===== config.mk =====
export PLATFORM = sky130hd
export DESIGN_NAME = divider_arbiter
export DESIGN_NICKNAME = d
export VERILOG_FILES = /design/src/rtl/codec_arith_pkg.sv /design/src/rtl/tag_fifo.sv /design/src/rtl/divider_arbiter.sv
export SDC_FILE = /design/constraint.sdc
export NUM_CORES = 1
export LEC_CHECK = 0
export CELL_PAD_IN_SITES_DETAIL_PLACEMENT = 0
export CELL_PAD_IN_SITES_GLOBAL_PLACEMENT = 1
export CORE_MARGIN = 3
export CORE_UTILIZATION = 34
export CTS_BUF_LIST = sky130_fd_sc_hd__clkbuf_2
export DETAILED_ROUTE_END_ITERATION = 8
export MAX_ROUTING_LAYER = met4
export PLACE_DENSITY = 0.89
export SLEW_MARGIN = 10
export SYNTH_ARGS = -nofsm -noshare
export SYNTH_HDL_FRONTEND = slang
export SYNTH_HIERARCHICAL = 1
export SYNTH_SLANG_ARGS = --single-unit

===== constraint.sdc =====
create_clock -name clk -period 6.2 [get_ports clk]
set_clock_uncertainty 0.05 [all_clocks]
set_input_delay 1.24 -clock clk [delete_from_list [all_inputs] [get_ports clk]]
set_output_delay 1.24 -clock clk [all_outputs]
set_load 0.02 [all_outputs]

===== src/rtl/codec_arith_pkg.sv =====
// Shared definitions for the arithmetic-codec divider path: default widths,
// arbiter state encoding and the requester index type.
package codec_arith_pkg;

    localparam int unsigned CODEC_PRECISION  = 16;
    localparam int unsigned CODEC_DIVIDEND_W = 2 * CODEC_PRECISION - 2;
    localparam int unsigned CODEC_DIVISOR_W  = CODEC_PRECISION - 2;

    // Largest supported client count; the index type is sized for it.
    localparam int unsigned MAX_REQ   = 8;
    localparam int unsigned REQ_IDX_W = $clog2(MAX_REQ);

    typedef enum logic {
        ARB   = 1'b0,
        ISSUE = 1'b1
    } arb_state_e;

    typedef logic [REQ_IDX_W-1:0] req_idx_t;

    // (base + off) mod num_req, valid for base < num_req and off < num_req.
    function automatic req_idx_t wrap_add(req_idx_t base, int unsigned off, int unsigned num_req);
        int unsigned sum;
        sum = 32'(base) + off;
        if (sum >= num_req) begin
            sum = sum - num_req;
        end
        return req_idx_t'(sum);
    endfunction

endpackage


===== src/rtl/tag_fifo.sv =====
// Synchronous FIFO holding the issuing client of each in-flight division.
// Head is presented combinationally; push when full and pop when empty are ignored.
module tag_fifo #(
    parameter int unsigned WIDTH = 1,
    parameter int unsigned DEPTH = 8
) (
    input  logic                     clk,
    input  logic                     rstn,
    input  logic                     push_i,
    input  logic [WIDTH-1:0]         push_data_i,
    input  logic                     pop_i,
    output logic [WIDTH-1:0]         head_c,
    output logic [$clog2(DEPTH):0]   count_o,
    output logic                     full_c,
    output logic                     empty_c
);

    localparam int unsigned PTR_W = $clog2(DEPTH);
    localparam int unsigned CNT_W = PTR_W + 1;

    logic [WIDTH-1:0] mem_q [DEPTH];
    logic [PTR_W-1:0] wr_ptr_q;
    logic [PTR_W-1:0] rd_ptr_q;
    logic [CNT_W-1:0] count_q;
    logic             push_ok_c;
    logic             pop_ok_c;

    assign full_c    = (count_q == CNT_W'(DEPTH));
    assign empty_c   = (count_q == '0);
    assign push_ok_c = push_i && !full_c;
    assign pop_ok_c  = pop_i && !empty_c;
    assign head_c    = mem_q[rd_ptr_q];
    assign count_o   = count_q;

    // Storage needs no reset: entries are only read behind a valid count.
    always_ff @(posedge clk) begin
        if (push_ok_c) begin
            mem_q[wr_ptr_q] <= push_data_i;
        end
    end

    always_ff @(posedge clk) begin
        if (!rstn) begin
            wr_ptr_q <= '0;
            rd_ptr_q <= '0;
            count_q  <= '0;
        end else begin
            if (push_ok_c) begin
                wr_ptr_q <= wr_ptr_q + PTR_W'(1);
            end
            if (pop_ok_c) begin
                rd_ptr_q <= rd_ptr_q + PTR_W'(1);
            end
            case ({push_ok_c, pop_ok_c})
                2'b10:   count_q <= count_q + CNT_W'(1);
                2'b01:   count_q <= count_q - CNT_W'(1);
                default: count_q <= count_q;
            endcase
        end
    end

endmodule


===== src/rtl/divider_arbiter.sv =====
// Round-robin sharing of one pipelined AXI-Stream divider among NUM_REQ codec
// clients; quotients are routed back in issue order via a tag FIFO.
module divider_arbiter
    import codec_arith_pkg::*;
#(
    parameter int unsigned PRECISION       = CODEC_PRECISION,
    parameter int unsigned NUM_REQ         = 2,
    parameter int unsigned MAX_OUTSTANDING = 8,
    parameter int unsigned DIVIDEND_W      = 2 * PRECISION - 2,
    parameter int unsigned DIVISOR_W       = PRECISION - 2
) (
    input  logic                            clk,
    input  logic                            rstn,
    input  logic [NUM_REQ-1:0]              req_valid,
    output logic [NUM_REQ-1:0]              req_ready,
    input  logic [NUM_REQ*DIVIDEND_W-1:0]   req_dividend,
    input  logic [NUM_REQ*DIVISOR_W-1:0]    req_divisor,
    output logic [NUM_REQ-1:0]              rsp_valid,
    output logic [DIVIDEND_W-1:0]           rsp_quotient,
    output logic                            divisor_tvalid,
    input  logic                            divisor_tready,
    output logic [DIVISOR_W-1:0]            divisor_tdata,
    output logic                            dividend_tvalid,
    input  logic                            dividend_tready,
    output logic [DIVIDEND_W-1:0]           dividend_tdata,
    input  logic                            dout_tvalid,
    input  logic [DIVIDEND_W-1:0]           dout_tdata,
    output logic [$clog2(MAX_OUTSTANDING):0] outstanding,
    output logic                            err_orphan
);

    localparam int unsigned TAG_W = (NUM_REQ > 1) ? $clog2(NUM_REQ) : 1;
    localparam int unsigned CNT_W = $clog2(MAX_OUTSTANDING) + 1;

    arb_state_e             state_q;
    req_idx_t               rr_q;
    logic [NUM_REQ-1:0]     req_ready_q;
    logic                   dvs_tvalid_q;
    logic                   dvd_tvalid_q;
    logic [DIVISOR_W-1:0]   dvs_tdata_q;
    logic [DIVIDEND_W-1:0]  dvd_tdata_q;
    logic [NUM_REQ-1:0]     rsp_valid_q;
    logic [DIVIDEND_W-1:0]  rsp_quotient_q;
    logic                   err_orphan_q;

    logic [MAX_REQ-1:0]     req_valid_ext_c;
    req_idx_t               grant_c;
    logic                   any_req_c;
    logic [NUM_REQ-1:0]     grant_oh_c;
    logic [DIVISOR_W-1:0]   sel_divisor_c;
    logic [DIVIDEND_W-1:0]  sel_dividend_c;
    logic                   push_c;
    logic                   pop_c;
    logic                   dvs_pend_c;
    logic                   dvd_pend_c;
    logic [TAG_W-1:0]       head_c;
    req_idx_t               head_idx_c;
    logic [NUM_REQ-1:0]     head_oh_c;
    logic [CNT_W-1:0]       fifo_count_c;
    logic                   fifo_full_c;
    logic                   fifo_empty_c;

    assign req_valid_ext_c = MAX_REQ'(req_valid);

    // First requesting client at or after rr_q; lowest offset is applied last so it wins.
    always_comb begin
        grant_c   = '0;
        any_req_c = 1'b0;
        for (int k = int'(NUM_REQ) - 1; k >= 0; k--) begin
            if (req_valid_ext_c[wrap_add(rr_q, 32'(k), NUM_REQ)]) begin
                grant_c   = wrap_add(rr_q, 32'(k), NUM_REQ);
                any_req_c = 1'b1;
            end
        end
    end

    always_comb begin
        sel_divisor_c  = '0;
        sel_dividend_c = '0;
        for (int i = 0; i < int'(NUM_REQ); i++) begin
            if (req_idx_t'(i) == grant_c) begin
                sel_divisor_c  = req_divisor[i*DIVISOR_W +: DIVISOR_W];
                sel_dividend_c = req_dividend[i*DIVIDEND_W +: DIVIDEND_W];
            end
        end
    end

    assign grant_oh_c = NUM_REQ'(MAX_REQ'(1) << grant_c);
    assign head_idx_c = req_idx_t'(head_c);
    assign head_oh_c  = NUM_REQ'(MAX_REQ'(1) << head_idx_c);

    assign push_c     = (state_q == ARB) && any_req_c && !fifo_full_c;
    assign pop_c      = dout_tvalid && !fifo_empty_c;
    assign dvs_pend_c = dvs_tvalid_q && !divisor_tready;
    assign dvd_pend_c = dvd_tvalid_q && !dividend_tready;

    tag_fifo #(
        .WIDTH (TAG_W),
        .DEPTH (MAX_OUTSTANDING)
    ) u_tag_fifo (
        .clk         (clk),
        .rstn        (rstn),
        .push_i      (push_c),
        .push_data_i (TAG_W'(grant_c)),
        .pop_i       (pop_c),
        .head_c      (head_c),
        .count_o     (fifo_count_c),
        .full_c      (fifo_full_c),
        .empty_c     (fifo_empty_c)
    );

    always_ff @(posedge clk) begin
        if (!rstn) begin
            state_q        <= ARB;
            rr_q           <= '0;
            req_ready_q    <= '0;
            dvs_tvalid_q   <= 1'b0;
            dvd_tvalid_q   <= 1'b0;
            dvs_tdata_q    <= '0;
            dvd_tdata_q    <= '0;
            rsp_valid_q    <= '0;
            rsp_quotient_q <= '0;
            err_orphan_q   <= 1'b0;
        end else begin
            req_ready_q <= '0;
            rsp_valid_q <= '0;

            // Divider is in order, so the FIFO head owns every returning quotient.
            if (dout_tvalid) begin
                rsp_quotient_q <= dout_tdata;
                if (fifo_empty_c) begin
                    err_orphan_q <= 1'b1;
                end else begin
                    rsp_valid_q <= head_oh_c;
                end
            end

            case (state_q)
                ARB: begin
                    if (push_c) begin
                        req_ready_q  <= grant_oh_c;
                        dvs_tdata_q  <= sel_divisor_c;
                        dvd_tdata_q  <= sel_dividend_c;
                        dvs_tvalid_q <= 1'b1;
                        dvd_tvalid_q <= 1'b1;
                        rr_q         <= wrap_add(grant_c, 1, NUM_REQ);
                        state_q      <= ISSUE;
                    end
                end
                ISSUE: begin
                    if (dvs_tvalid_q && divisor_tready) begin
                        dvs_tvalid_q <= 1'b0;
                    end
                    if (dvd_tvalid_q && dividend_tready) begin
                        dvd_tvalid_q <= 1'b0;
                    end
                    if (!dvs_pend_c && !dvd_pend_c) begin
                        state_q <= ARB;
                    end
                end
                default: state_q <= ARB;
            endcase
        end
    end

    assign req_ready       = req_ready_q;
    assign divisor_tvalid  = dvs_tvalid_q;
    assign divisor_tdata   = dvs_tdata_q;
    assign dividend_tvalid = dvd_tvalid_q;
    assign dividend_tdata  = dvd_tdata_q;
    assign rsp_valid       = rsp_valid_q;
    assign rsp_quotient    = rsp_quotient_q;
    assign outstanding     = fifo_count_c;
    assign err_orphan      = err_orphan_q;

endmodule


== Yosys cells after proc, flatten, opt, wreduce, memory -nomap -nowiden ==
Memory sizes are Yosys's and may differ from the RTL's. A register that Yosys moved wholly into a read port is not among the register bits.
Cells that the tools add are included.

* Bitwise logic cells: 4
* Add/sub/neg operators: 9
* Multiplexer cells: 28
* Reductions and logical operators: 25
* Shifts and indexed selects: 2
* Eq/ne operators: 7
* Order comparisons: 5

{| class="wikitable"
|+ Operators by type and width
! cell !! number
|-
| $mux 30 || 2
|-
| $mux 14 || 2
|-
| $mux 3 || 7
|-
| $mux 1 || 11
|-
| $logic_and 1x1->1 || 10
|-
| $sub 3x2->3 const B || 3
|-
| $add 3x1->4 const B || 2
|-
| $ge 4x2->1 const B || 2
|-
| $lt 3x4->1 const B || 2
|-
| $pmux 4 s2 || 1
|-
| $reduce_and 2->1 || 4
|-
| $add 3x1->3 const B || 2
|-
| $bmux 1 s3 || 2
|-
| $logic_not 1->1 || 6
|-
| $ne 2x1->1 const B || 3
|-
| $pmux 1 s2 || 3
|-
| $reduce_or 3->1 || 2
|-
| $add 4x1->4 const B || 1
|-
| $eq 4x4->1 const B || 1
|-
| $logic_not 4->1 || 1
|-
| $not 1->1 || 4
|-
| $sub 4x1->4 const B || 1
|-
| $eq 1x3->1 const A || 1
|-
| $ge 3x2->1 const B || 1
|-
| other kinds (6) || 6
|}

* Bits of input ports: 125
* Flip-flop bits (word level): 95
* Word-level logic and storage cells: 94
* Output and inout bits: 85
* RAM bits: 8
* Memories kept: 1

{| class="wikitable"
|+ Memory list
! memory !! depth !! width !! rd ports !! clocked after Yosys merged registers in !! write ports !! line !! RTL
|-
| u_tag_fifo.mem_q || 8 || 1 || 1 || 1 || 1 || tag_fifo.sv:21 || <nowiki>logic [WIDTH-1:0] mem_q [DEPTH];</nowiki>
|}

== Depth between registers and ports, before layout ==
* Word-level depth: 12
* Gate-level depth with buffers: 17
* Mapped depth without buffers: 14

== By module ==
Netlist, hierarchy kept.

{| class="wikitable"
|+ By module, submodules not included
! module !! area each (µm²) !! times used !! seq. area each (µm²) !! cells each
|-
| divider_arbiter || 3,726.1 || 1 || 1,701.6 || 383
|-
| tag_fifo || 1,001.0 || 1 || 500.5 || 85
|}

== Least setup slack after synthesis ==
OpenSTA, ideal clock, no wires.

* Path kind: input to register
* From: in req_valid[0]
* To: reg dvd_tdata_q[29], in the netlist dividend_tdata[29]
* Required time: 6,069 ps
* Setup slack: 2,632 ps
* Buffers on the path: 2
* Data arrival time: 3,437 ps
* Library setup time: 81 ps
* Stages: 8
* Cell sequence: mux2_2 > nand3_1 > o32ai_1 > ha_1 > clkbuf_1 > clkbuf_1 > a22oi_1 > a211oi_2

* Longest elaborated chain between the ends: 7
* Elaborated cells between the ends (all ways): 15
* Those cells by class: 1 x eq/ne; 10 x mux; 4 x reduce/logical

{| class="wikitable"
|+ RTL lines
! element !! line !! RTL
|-
| start: declaration || divider_arbiter.sv:14 || <nowiki>input logic [NUM_REQ-1:0] req_valid,</nowiki>
|-
| $bmux 1 s3 || divider_arbiter.sv:70 || <nowiki>if (req_valid_ext_c[wrap_add(rr_q, 32'(k), NUM_REQ)]) begin</nowiki>
|-
| $mux 1 (implied by the code) || divider_arbiter.sv:70 ||
|-
| $mux 3 || divider_arbiter.sv:70 ||
|-
| $mux 3 * || divider_arbiter.sv:70 ||
|-
| named net grant_c[0] || divider_arbiter.sv:47 || <nowiki>req_idx_t grant_c;</nowiki>
|-
| $logic_not 3->1 || divider_arbiter.sv:81 || <nowiki>if (req_idx_t'(i) == grant_c) begin</nowiki>
|-
| $mux 30 || divider_arbiter.sv:81 ||
|-
| $mux 30 * || divider_arbiter.sv:81 ||
|-
| end signal: assignment || divider_arbiter.sv:143 || <nowiki>dvd_tdata_q <= sel_dividend_c;</nowiki>
|-
| end: declaration || divider_arbiter.sv:41 || <nowiki>logic [DIVIDEND_W-1:0] dvd_tdata_q;</nowiki>
|}

The timed path passes the listed nets; every way through them passes the cells marked *. The select of a mux whose other input is x is not followed.
A chain may end at the register's enable or synchronous reset.

== Worst setup path after layout ==
* From: reg rr_q[0]
* To: reg dvd_tdata_q[5], in the netlist dividend_tdata[5]

* Longest elaborated chain between the ends: 10
* Elaborated cells between the ends (all ways): 22
* Those cells by class: 3 x add/sub; 2 x order compare; 1 x eq/ne; 12 x mux; 4 x reduce/logical

{| class="wikitable"
|+ RTL lines
! element !! line !! RTL
|-
| start: declaration || divider_arbiter.sv:36 || <nowiki>req_idx_t rr_q;</nowiki>
|-
| start signal: assignment || divider_arbiter.sv:146 || <nowiki>rr_q <= wrap_add(grant_c, 1, NUM_REQ);</nowiki>
|-
| $add 3x1->4 || codec_arith_pkg.sv:23 || <nowiki>sum = 32'(base) + off;</nowiki>
|-
| $ge 4x2->1 / $sub 3x2->3 (equally long branches) || codec_arith_pkg.sv:24, codec_arith_pkg.sv:25 ||
|-
| $mux 3 || codec_arith_pkg.sv:24 || <nowiki>if (sum >= num_req) begin</nowiki>
|-
| $bmux 1 s3 || divider_arbiter.sv:70 ||
|-
| $mux 1 (implied by the code) || divider_arbiter.sv:70 ||
|-
| $mux 3 || divider_arbiter.sv:70 ||
|-
| $mux 3 * || divider_arbiter.sv:70 ||
|-
| named net grant_c[0] || divider_arbiter.sv:47 ||
|-
| $logic_not 3->1 || divider_arbiter.sv:81 ||
|-
| $mux 30 || divider_arbiter.sv:81 ||
|-
| $mux 30 * || divider_arbiter.sv:81 ||
|}

Marked as above.

==> run metrics <==
pre-CTS setup slack 1.73 ns; final setup margin 2.26 ns; Max VDD drop 218 uV; FMAX 0.254 GHz; 1st-iter DRT viols 198; row count 42; Worst setup SP type register; cts hold-fix bufs 0; DR pass1 iterations 4; die width 124 um; CP startpoint rr_q[0]$_SDFFE_PN0P_; Critical Path End Type register; vias per cell 5.15; CTS Root Cell clkbuf_2; post-synthesis async set-or-reset flop share 0; cell count after placement 817; Post-DRT Antenna Nets 0; Lkg Pwr 2.58 nW; Die ar. 15,400 um^2; Main synth FF type dfxtp_1; design area 6990 um^2; Total Routing Usage GR 0.180; Avg Cell Area, Syn 10.1 um^2; final setup fails 0; HPWL after DPL 9680 um; Tcrit/Tclk final 0.636; vias in the first global route 4,330; Comb power frac 0.543; PortBufs 209; warning count from the yosys run 6; internal power 1.65 mW; worst setup path end dividend_tdata[5]$_SDFFE_PN0P_; FF-to-FF path depth 10; most common library cells after synthesis dfxtp_1 (98), nor3_1 (50), a22oi_1 (44), nor2_1 (39), mux2i_1 (34); Total Wirelength 13,700 um; vias 4,286; Residual DRC 0; relative slew slack 0.311; GP Congestion 0.834; Sw Ratio 0.430; Hold Crit Start divisor_tvalid$_SDFFE_PN0P_; Critical R2R Launch rr_q[0]$_SDFFE_PN0P_; Sink Count 106; Final min period 3.94 ns; Crit Path Max Fanout 47; Synth Instances 468; clock latency on the worst-skew pair 0.61 ns; Seq/Total Area, Yosys 0.466; Netlist cell types 49; most numerous cell in the Yosys netlist dfxtp_1; CTS buffer count 9; Clock transition at path regs 0.28 ns; kind of critical path reg2reg; power per standard cell area 414 nW/um^2; Die H 124 um; Final nets 790; Final Max Tran Viols 0; detailed-route wire length per cell 16.4 um; Worst-Margin Slew 1.03 ns; Worst EP arrival 4.42 ns; Worst EP required 6.68 ns; Ant. Diodes 0; Clk pwr share 0.117; Max Cap Viol 0; share of power burned in registers 0.340; clock buffer depth 2; outcome completed; worst r2r dst dividend_tdata[5]$_SDFFE_PN0P_; Yosys reg bits 106; Synth top area share 0.415; EDFF count, synth 8; CTS tree done; share of post-route cells with drive strength above 1 0.0852; Fill cells 1,231; Ports 210; largest net degree at the start of global routing 50; initial antenna violation count 0; Initial Util 0.353; Non-Filler Instances 833; reg2reg setup slack 2.26 ns; placed standard-cell area 6870 um^2; total congestion overflow 0; final hold viol count 0; CTS resizes 0; synth top area cells dfxtp_1 (42%), mux2i_1 (7.2%), a22oi_1 (7.0%), nor3_1 (5.3%), edfxtp_1 (5.1%); Switching Power 1.24 mW; Post-Synthesis Cell Area 4730 um^2; Syn-to-layout area delta 47.8%; total negative slack 0 ns; H-tree depth 3; hold crit path type reg2reg; Core Region 13,400 um^2; post-CTS setup buffers 0; Synth area leader dfxtp_1; first-pass GRT wire length 21,200 um; RSZ-0062 raised after global routing false
==> how the worst min path moves through the flow <==
stage,slack (ns),cells past startpoint,endpoint
2_1_floorplan,0.42,2,state_q$_SDFF_PN0_
3_3_place_gp,0.41,2,err_orphan$_SDFFE_PN0P_
3_5_place_dp,0.41,2,err_orphan$_SDFFE_PN0P_
4_1_cts,0.46,2,divisor_tvalid$_SDFFE_PN0P_
5_1_grt,0.49,2,divisor_tvalid$_SDFFE_PN0P_
6_report,0.45,2,divisor_tvalid$_SDFFE_PN0P_
==> layer usage <==
metal  part of all wire  vias up  global-route usage
li1                   -     2074                   -
met1               0.42     2044               0.214
met2               0.50      151               0.301
met3              0.061       17              0.0395
met4              0.018        0              0.0650
met5                  0        -                   -
==> registers in the layout, summed over array words and instances (netlist names), named ones only <==
register	cells
state_q	1
req_ready	2
err_orphan	1
rsp_quotient	30
u_tag_fifo/count_o	4
dividend_tdata	30
rsp_valid	2
u_tag_fifo/wr_ptr_q	3
divisor_tdata	14
u_tag_fifo/rd_ptr_q	3
divisor_tvalid	1
dividend_tvalid	1
u_tag_fifo/mem_q	8
rr_q	3
==> power by group through the flow <==
stage / Clock, mW / Sequential, mW / Combinational, mW
detailed placement: 0 / 0.996 / 1.58
CTS: 0.359 / 0.983 / 1.58
global route: 0.383 / 1.01 / 1.71
finish: 0.339 / 0.983 / 1.57
global placement: 0 / 0.987 / 1.53
floorplan: 0 / 1.12 / 0.956
==> critical path: stages, from the launching register on <==
cell	delay (ns)
dfxtp_1	0.59
inv_1	0.08
ha_1	0.23
or4b_4	0.52
a31oi_1	0.18
o32ai_1	0.10
buf_4	0.20
ha_2	0.50
nor2b_4	0.92
a22oi_1	0.20
a211oi_1	0.28
==> layout by cell type, fill, tap and decap left out, types with 2 or more instances in the layout <==
cell / Yosys / layout
clkdlybuf4s50_1: 0 / 208
dfxtp_1: 98 / 98
nor3_1: 50 / 50
a22oi_1: 44 / 44
nor2_1: 39 / 39
mux2i_1: 34 / 34
a211oi_1: 26 / 26
a211oi_2: 19 / 19
nand2_1: 14 / 14
ha_1: 13 / 12
inv_1: 9 / 9
clkbuf_2: 0 / 9
a21oi_1: 8 / 8
edfxtp_1: 8 / 8
and2_1: 6 / 6
xnor2_1: 5 / 5
buf_4: 3 / 5
nand3_1: 4 / 4
nor2b_1: 5 / 4
mux2_2: 3 / 3
conb_1: 2 / 3
xor2_1: 3 / 3
nand2b_1: 3 / 3
or4b_4: 2 / 2
and3_1: 2 / 2
inv_2: 2 / 2
o21ai_0: 2 / 2
o22ai_1: 2 / 2
or3_1: 2 / 2
inv_6: 0 / 2
nor4_1: 2 / 2
mux4_2: 2 / 2
==> cell families (layout without fill, tap and decap cells) <==
kind of cell             after synthesis  after routing  share of synthesized area
other                                  2              3                    0.00159
AO/OA/AOI/OAI                        111            111                      0.196
XOR/XNOR                               8              8                     0.0148
adder cells (fa/ha/maj)               13             13                     0.0344
buffers and inverters                 53            241                     0.0551
multiplexers                          39             39                     0.0887
AND/OR/NAND/NOR                      136            136                      0.143
flip-flops                           106            106                      0.466
==> final cells by class <==
class                           instances  area, um^2  area share
Clock buffer                            9        45.0     0.00645
Clock inverter                          7        75.1      0.0107
Inverter                               11        41.3     0.00591
Multi-Input combinational cell        310        2280       0.326
Sequential cell                       106        2200       0.315
Tap cell                              176         220      0.0315
Timing Repair Buffer                  214        2120       0.304
==> metrics by stage <==
stage	power (mW)	hold slack, ns	util
4_1_cts	2.93	0.463	0.521
3_5_place_dp	2.57	0.412	0.513
2_1_floorplan	2.08	0.421	-
3_3_place_gp	2.52	0.409	0.513
5_1_grt	3.10	0.487	0.521
6_report	2.89	0.452	0.521
Note: power is estimated with default switching activity, not from simulation.
